<file path="config.mk">
export PLATFORM = sky130hd
export DESIGN_NAME = midi_voice_allocator
export DESIGN_NICKNAME = d
export VERILOG_FILES = /design/src/rtl/midi_voice_allocator.sv
export SDC_FILE = /design/constraint.sdc
export NUM_CORES = 1
export LEC_CHECK = 0
export ABC_CLOCK_PERIOD_IN_PS = 3800
export BUFFER_PORTS_ARGS = -buffer_cell sky130_fd_sc_hd__buf_2
export CAP_MARGIN = 10
export CORE_MARGIN = 2
export CORE_UTILIZATION = 50
export DETAILED_ROUTE_END_ITERATION = 8
export PLACE_DENSITY = 0.71
export SLEW_MARGIN = 40
export SYNTH_ARGS = -nofsm -noshare
export SYNTH_HDL_FRONTEND = slang
export SYNTH_SLANG_ARGS = --single-unit
export TNS_END_PERCENT = 20
</file>
<file path="constraint.sdc">
create_clock -name clk -period 3.8 [get_ports clk]
set_input_delay 0.38 -clock clk [delete_from_list [all_inputs] [get_ports clk]]
set_output_delay 0.38 -clock clk [all_outputs]
set_load 0.05 [all_outputs]
</file>
<file path="src/rtl/midi_voice_allocator.sv">
// Polyphonic MIDI voice allocator: routes note, sustain and all-notes-off events to NUM_VOICES
// voices, with oldest-note stealing and a forced gate-low gap on retrigger or steal.
module midi_voice_allocator #(
    parameter int NUM_VOICES    = 8,
    parameter int CHANNEL       = 0,
    parameter bit OMNI          = 1'b0,
    parameter int RETRIG_CYCLES = 32
) (
    input  logic                    clk,
    input  logic                    rst,
    input  logic                    midi_event_valid,
    input  logic [7:0]              midi_command,
    input  logic [6:0]              midi_parameter_1,
    input  logic [6:0]              midi_parameter_2,
    output logic                    midi_event_ack,
    input  logic [NUM_VOICES-1:0]   voice_idle,
    output logic [NUM_VOICES-1:0]   voice_gate,
    output logic [7*NUM_VOICES-1:0] voice_note,
    output logic [7*NUM_VOICES-1:0] voice_velocity,
    output logic [2:0]              o_dbg_state
);
    localparam int IW = $clog2(NUM_VOICES);
    localparam int GW = $clog2(RETRIG_CYCLES + 1);
    localparam logic [IW-1:0] LAST_IDX = IW'(NUM_VOICES - 1);
    localparam logic [GW-1:0] GAP_LAST = GW'(RETRIG_CYCLES - 1);

    typedef enum logic [2:0] {S_IDLE, S_SCAN, S_GAP, S_APPLY, S_HOLDOFF} state_t;
    typedef enum logic [2:0] {OP_NOP, OP_ON, OP_OFF, OP_PEDAL, OP_ANO} op_t;

    // Handshake: the producer holds midi_event_valid and the event fields stable until it sees
    // the one-cycle midi_event_ack pulse, then drops valid within one cycle (HOLDOFF covers that).
    state_t                r_state, w_state_nxt;
    op_t                   r_op, w_op;
    logic [6:0]            r_p1, r_p2;
    logic [IW-1:0]         r_scan, r_target, r_match_idx, r_free_idx, r_old_idx;
    logic                  r_match_found, r_free_found;
    logic [GW-1:0]         r_gap_cnt;
    logic [NUM_VOICES-1:0] r_gate, r_sus;
    logic [6:0]            r_note [NUM_VOICES];
    logic [6:0]            r_vel  [NUM_VOICES];
    logic [IW-1:0]         r_rank [NUM_VOICES];
    logic                  r_pedal, r_ack;

    logic                  w_chan_ok, w_hold_k, w_match_k, w_free_k;
    logic                  w_match_found, w_free_found;
    logic [IW-1:0]         w_match_idx, w_free_idx, w_old_idx, w_target;

    assign w_chan_ok = OMNI || (midi_command[3:0] == 4'(CHANNEL));

    always_comb begin
        w_op = OP_NOP;
        case (midi_command[7:4])
            4'h9: w_op = (midi_parameter_2 != 7'd0) ? OP_ON : OP_OFF;
            4'h8: w_op = OP_OFF;
            4'hB: begin
                if (midi_parameter_1 == 7'd64)       w_op = OP_PEDAL;
                else if (midi_parameter_1 == 7'd123) w_op = OP_ANO;
            end
            default: w_op = OP_NOP;
        endcase
        if (!w_chan_ok) w_op = OP_NOP;
    end

    // Running scan result including the voice examined this cycle; valid as the target on the last scan cycle.
    assign w_hold_k      = r_gate[r_scan] | r_sus[r_scan];
    assign w_match_k     = w_hold_k && (r_note[r_scan] == r_p1);
    assign w_free_k      = voice_idle[r_scan] && !r_gate[r_scan];
    assign w_match_found = r_match_found | w_match_k;
    assign w_match_idx   = r_match_found ? r_match_idx : r_scan;
    assign w_free_found  = r_free_found | w_free_k;
    assign w_free_idx    = r_free_found ? r_free_idx : r_scan;
    assign w_old_idx     = (r_rank[r_scan] == LAST_IDX) ? r_scan : r_old_idx;
    assign w_target      = w_match_found ? w_match_idx : (w_free_found ? w_free_idx : w_old_idx);

    always_ff @(posedge clk) begin
        if (rst) r_state <= S_IDLE;
        else     r_state <= w_state_nxt;
    end

    always_comb begin
        w_state_nxt = r_state;
        case (r_state)
            S_IDLE:    if (midi_event_valid) w_state_nxt = (w_op == OP_ON) ? S_SCAN : S_APPLY;
            S_SCAN:    if (r_scan == LAST_IDX) w_state_nxt = r_gate[w_target] ? S_GAP : S_APPLY;
            S_GAP:     if (r_gap_cnt == GAP_LAST) w_state_nxt = S_APPLY;
            S_APPLY:   w_state_nxt = S_HOLDOFF;
            S_HOLDOFF: w_state_nxt = S_IDLE;
            default:   w_state_nxt = S_IDLE;
        endcase
    end

    always_ff @(posedge clk) begin
        if (rst) begin
            r_ack         <= 1'b0;
            r_gate        <= '0;
            r_sus         <= '0;
            r_pedal       <= 1'b0;
            r_op          <= OP_NOP;
            r_p1          <= '0;
            r_p2          <= '0;
            r_scan        <= '0;
            r_target      <= '0;
            r_match_idx   <= '0;
            r_free_idx    <= '0;
            r_old_idx     <= '0;
            r_match_found <= 1'b0;
            r_free_found  <= 1'b0;
            r_gap_cnt     <= '0;
            for (int i = 0; i < NUM_VOICES; i++) begin
                r_note[i] <= '0;
                r_vel[i]  <= '0;
                r_rank[i] <= IW'(i);
            end
        end else begin
            r_ack <= 1'b0;
            case (r_state)
                S_IDLE: if (midi_event_valid) begin
                    r_op          <= w_op;
                    r_p1          <= midi_parameter_1;
                    r_p2          <= midi_parameter_2;
                    r_scan        <= '0;
                    r_match_found <= 1'b0;
                    r_free_found  <= 1'b0;
                    r_gap_cnt     <= '0;
                end
                S_SCAN: begin
                    r_scan        <= r_scan + 1'b1;
                    r_match_found <= w_match_found;
                    r_match_idx   <= w_match_idx;
                    r_free_found  <= w_free_found;
                    r_free_idx    <= w_free_idx;
                    r_old_idx     <= w_old_idx;
                    r_target      <= w_target;
                end
                S_GAP: begin
                    r_gate[r_target] <= 1'b0;
                    r_gap_cnt        <= r_gap_cnt + 1'b1;
                end
                S_APPLY: begin
                    r_ack <= 1'b1;
                    case (r_op)
                        OP_ON: begin
                            r_gate[r_target] <= 1'b1;
                            r_sus[r_target]  <= 1'b0;
                            r_note[r_target] <= r_p1;
                            r_vel[r_target]  <= r_p2;
                            for (int i = 0; i < NUM_VOICES; i++) begin
                                if (IW'(i) == r_target)                r_rank[i] <= '0;
                                else if (r_rank[i] < r_rank[r_target]) r_rank[i] <= r_rank[i] + 1'b1;
                            end
                        end
                        OP_OFF: begin
                            for (int i = 0; i < NUM_VOICES; i++) begin
                                if ((r_gate[i] | r_sus[i]) && (r_note[i] == r_p1)) begin
                                    if (r_pedal) r_sus[i]  <= 1'b1;
                                    else         r_gate[i] <= 1'b0;
                                end
                            end
                        end
                        OP_PEDAL: begin
                            r_pedal <= r_p2[6];
                            // Pedal release frees every voice whose note-off arrived while held.
                            if (r_pedal && !r_p2[6]) begin
                                for (int i = 0; i < NUM_VOICES; i++) begin
                                    if (r_sus[i]) begin
                                        r_gate[i] <= 1'b0;
                                        r_sus[i]  <= 1'b0;
                                    end
                                end
                            end
                        end
                        OP_ANO: begin
                            r_gate <= '0;
                            r_sus  <= '0;
                        end
                        default: ;
                    endcase
                end
                default: ;
            endcase
        end
    end

    for (genvar g = 0; g < NUM_VOICES; g++) begin : g_pack
        assign voice_note[7*g +: 7]     = r_note[g];
        assign voice_velocity[7*g +: 7] = r_vel[g];
    end

    assign voice_gate     = r_gate;
    assign midi_event_ack = r_ack;
    assign o_dbg_state    = r_state;
endmodule

</file>
==> flow_metrics.env <==
export IMPL_outcome="complete, no violations"
export IMPL_hold_viol_final=0
export IMPL_seqPwrFrac_pct=46.9
export IMPL_n_antenna_cell=0
export IMPL_synth_top_area_share_pct=38.64
export IMPL_grt_pass1_vias=8153
export IMPL_cp_data_required_time_ns=4.22
export IMPL_placed_area_mm2=0.01176
export IMPL_finalSetupViolCount=0
export IMPL_yosys_top_cells_area="edfxtp_1 39%, dfxtp_1 13%, and2_1 7.2%, xnor2_1 5.0%, mux4_2 4.5%"
export IMPL_synth_top_cell_by_area="edfxtp_1"
export IMPL_post_cts_buffers=0
export IMPL_muxShareOfSynthArea_pct=7.423
export IMPL_grt_pass1_wl_um=46310
export IMPL_start_util_pct=50.60
export IMPL_path_class="flop to flop"
export IMPL_io_buffers=156
export IMPL_path_max_fanout=17
export IMPL_max_freq_mhz=274.5
export IMPL_async_reset_ff_share_pct=0
export IMPL_vias_per_cell=5.773
export IMPL_synth_top_family_by_area="simple AND/OR/NAND/NOR gates"
export IMPL_synthSimpleGateAreaFrac_pct=18.81
export IMPL_power_density_mw_per_mm2=432.7
export IMPL_swShare_pct=27.43
export IMPL_rsz0062_at_grt="no"
export IMPL_cts_resized=0
export IMPL_synth_cell_types=63
export IMPL_critPathSlowestCell="or4_1"
export IMPL_slowest_delay_ns=0.75
export IMPL_cts_tree="built"
export IMPL_clk_pin_slew_ns=0.06
export IMPL_syn_cell_area_mm2=0.01057
export IMPL_drv_slew=0
export IMPL_peakVddDrop_v=0.0004115
export IMPL_row_count=53
export IMPL_die_w_um=149.4
export IMPL_drive_gt1_share_pct=24.56
export IMPL_cts_buffer_depth=3
export IMPL_core_mm2=0.02089
export IMPL_power_frac_comb_pct=13.5
export IMPL_final_nets=1188
export IMPL_vias=8192
export IMPL_grt_usage_pct=26.93
export IMPL_worstSetupEndpointType="flop"
export IMPL_drc=0
export IMPL_synthToLayoutAreaGrowth_pct=18.20
export IMPL_antenna_found_initial=0
export IMPL_post_drt_wl_per_cell_um=20.95
export IMPL_ys_warn_count=0
export IMPL_synth_main_ff_cell="edfxtp_1"
export IMPL_synth_xor_area_share_pct=5.801
export IMPL_htree_levels=1
export IMPL_clock_power_share_pct=39.6
export IMPL_cp_cell_sequence="buf_12 -> mux4_2 -> mux2i_1 -> xor2_1 -> nand4_1 -> or4_1 -> o211a_2 -> o31ai_4 -> mux2_4 -> a2bb2oi_2 -> a311oi_2"
export IMPL_overflow=0
export IMPL_synth_cells=966
export IMPL_arrival_ns=4.07
export IMPL_fin_area_mm2=0.01249
export IMPL_clk_latency_ns=0.53
export IMPL_gp_congestion=0.9886
export IMPL_start_kind="flop"
export IMPL_hpwl_um=21550
export IMPL_cp_top_family="multiplexers"
export IMPL_final_util_pct=59.80
export IMPL_synth_compound_area_share_pct=10.71
export IMPL_synth_nets=1026
export IMPL_drt_total_wl_um=29730
export IMPL_period_share_pct=95.86
export IMPL_leakage_nw=4.805
export IMPL_tightestPinTransition_ns=0.8176
export IMPL_fillers=1776
export IMPL_drtAntennaViolNets=0
export IMPL_firstDrtPassIters=5
export IMPL_tns_ns=0
export IMPL_clockRootBuffer="clkbuf_16"
export IMPL_grt_max_degree=78
export IMPL_clock_skew_final_ns=0.01469
export IMPL_drv_cap=0
export IMPL_p_switching_mw=1.483
export IMPL_maxSlewHeadroom_pct=44.99
export IMPL_die_h_um=149.4
export IMPL_cts_hold_buf=0
export IMPL_fin_crit_ns=3.643
export IMPL_drt_iter0_drc=691
export IMPL_synth_adder_area_share_pct=3.196
export IMPL_clock_sinks=203
export IMPL_min_path_type="primary input to flop"
export IMPL_die_area_mm2=0.02232
export IMPL_cp_num_buf_inv=1
export IMPL_p_total_mw=5.405
export IMPL_syn_area_per_cell_um2=10.94
export IMPL_ys_ff_latch=203
export IMPL_io_pins=157
export IMPL_multi_input_area_mm2=0.004862
export IMPL_cts_made_buffers=23
export IMPL_internal_power_mw=3.923
export IMPL_synth_edff_count=136
export IMPL_seqCellArea_mm2=0.005425
export IMPL_yosysSeqAreaShare_pct=51.33
final timing paths:
check / cells after the start / startpoint / endpoint / slack [ns]
hold / removal: 3 / midi_parameter_2[6] / r_p2[6] / 0.11
setup reg to reg: 11 / flop / o_dbg_state[0] / 0.16
setup / recovery: 11 / flop / o_dbg_state[0] / 0.16
hold reg to reg: 2 / r_free_idx[0] / r_free_idx[0] / 0.48
state kept, by name, indices dropped and copies added, names as in the netlist, named ones only:
name / flops
midi_event_ack: 1
r_old_idx: 3
r_p1: 7
r_free_found: 1
r_rank: 24
o_dbg_state: 3
r_vel: 56
r_match_idx: 3
r_note: 56
r_p2: 7
r_gap_cnt: 6
r_target: 3
r_scan: 3
r_free_idx: 3
r_match_found: 1
r_pedal: 1
r_sus: 8
voice_gate: 8
r_op: 3
synthesized netlist by cell type (3+ instances only):
master	count
o211ai_1	3
mux4_2	21
edfxtp_1	136
nor4_1	4
nand4b_1	5
and2_1	121
a211oi_1	8
buf_6	3
or3_1	6
buf_2	8
a22oi_1	6
nor3_1	8
dfxtp_1	67
nand3b_1	5
and3_1	4
mux2i_1	18
xnor2_1	60
buf_4	3
o21a_1	6
nand4_1	13
nand2b_1	17
ha_1	27
or2_2	9
xor2_1	10
or4_1	4
nor2_1	63
a21oi_1	68
nand3_1	11
nor3b_1	3
a21o_1	7
o2111ai_1	7
a2111oi_0	6
clkbuf_1	44
inv_1	6
mux2_2	8
o22ai_1	3
nor2b_1	7
or3b_2	3
nand2_1	75
o21ai_0	53
cell type report:
class | instances | share of cell area, %
flip-flops and latches | 203 | 43.43
well taps | 275 | 2.754
repair buffers | 196 | 8.854
clock inverters | 6 | 0.4006
clock buffers | 35 | 5.459
multi-input cells | 698 | 38.92
inverters | 6 | 0.1803
power groups by stage:
stage               combinational (mW)  sequential, mW  clock [mW]
floorplan                        0.389            2.69           0
global placement                 0.722            2.57           0
detailed placement               0.726            2.58           0
CTS                              0.731            2.53        2.17
global route                     0.791            2.54        2.26
finish                           0.732            2.53        2.14
worst reg2reg max path, delay by kind of cell (launching register included):
family / cells / cell delay (ns)
compound gates: 4 / 0.88
xor+xnor: 1 / 0.19
buf+inv: 1 / 0.19
simple gates: 2 / 0.85
flops: 1 / 0.38
mux: 3 / 1.05
cells by family (layout without fill, tap and decap cells):
group / after synthesis / in the layout
xor+xnor: 70 / 70
fa+ha+maj: 27 / 27
mux: 49 / 49
compound gates: 185 / 185
flops: 203 / 203
buf+inv: 65 / 243
simple gates: 367 / 367
cell usage in the layout (no fill, tap or decap), types with 18 or more instances in the layout:
cell type / Yosys / routed
a21oi_1: 68 / 68
and2_1: 121 / 121
buf_2: 8 / 156
buf_4: 3 / 38
clkbuf_16: 0 / 24
dfxtp_1: 67 / 67
edfxtp_1: 136 / 136
ha_1: 27 / 27
mux2i_1: 18 / 18
mux4_2: 21 / 21
nand2_1: 75 / 75
nor2_1: 63 / 63
o21ai_0: 53 / 53
xnor2_1: 60 / 60
metal layers:
| metal | part of all wire [%] | vias to the layer above | GRT usage [%] | wire length (um) |
|---|---|---|---|---|
| li1 | - | 3816 | - | - |
| met1 | 41 | 3997 | 35.94 | 12260 |
| met2 | 47 | 319 | 43.39 | 14030 |
| met3 | 7.9 | 60 | 6.086 | 2354 |
| met4 | 3.6 | 0 | 9.429 | 1076 |
| met5 | 0 | - | 0 | 0 |
per-stage QoR:
stage	setup slack, ns	hold slack [ns]	std cells
floorplan	0.4110	0.4482	966
finish	0.1575	0.1109	1419
CTS	0.1866	0.09561	1419
global route	0.007604	0.1060	1419
global placement	0.2678	0.4600	1378
detailed placement	0.2191	0.4671	1378
No activity file was read; power rests on OpenSTA's default activity.
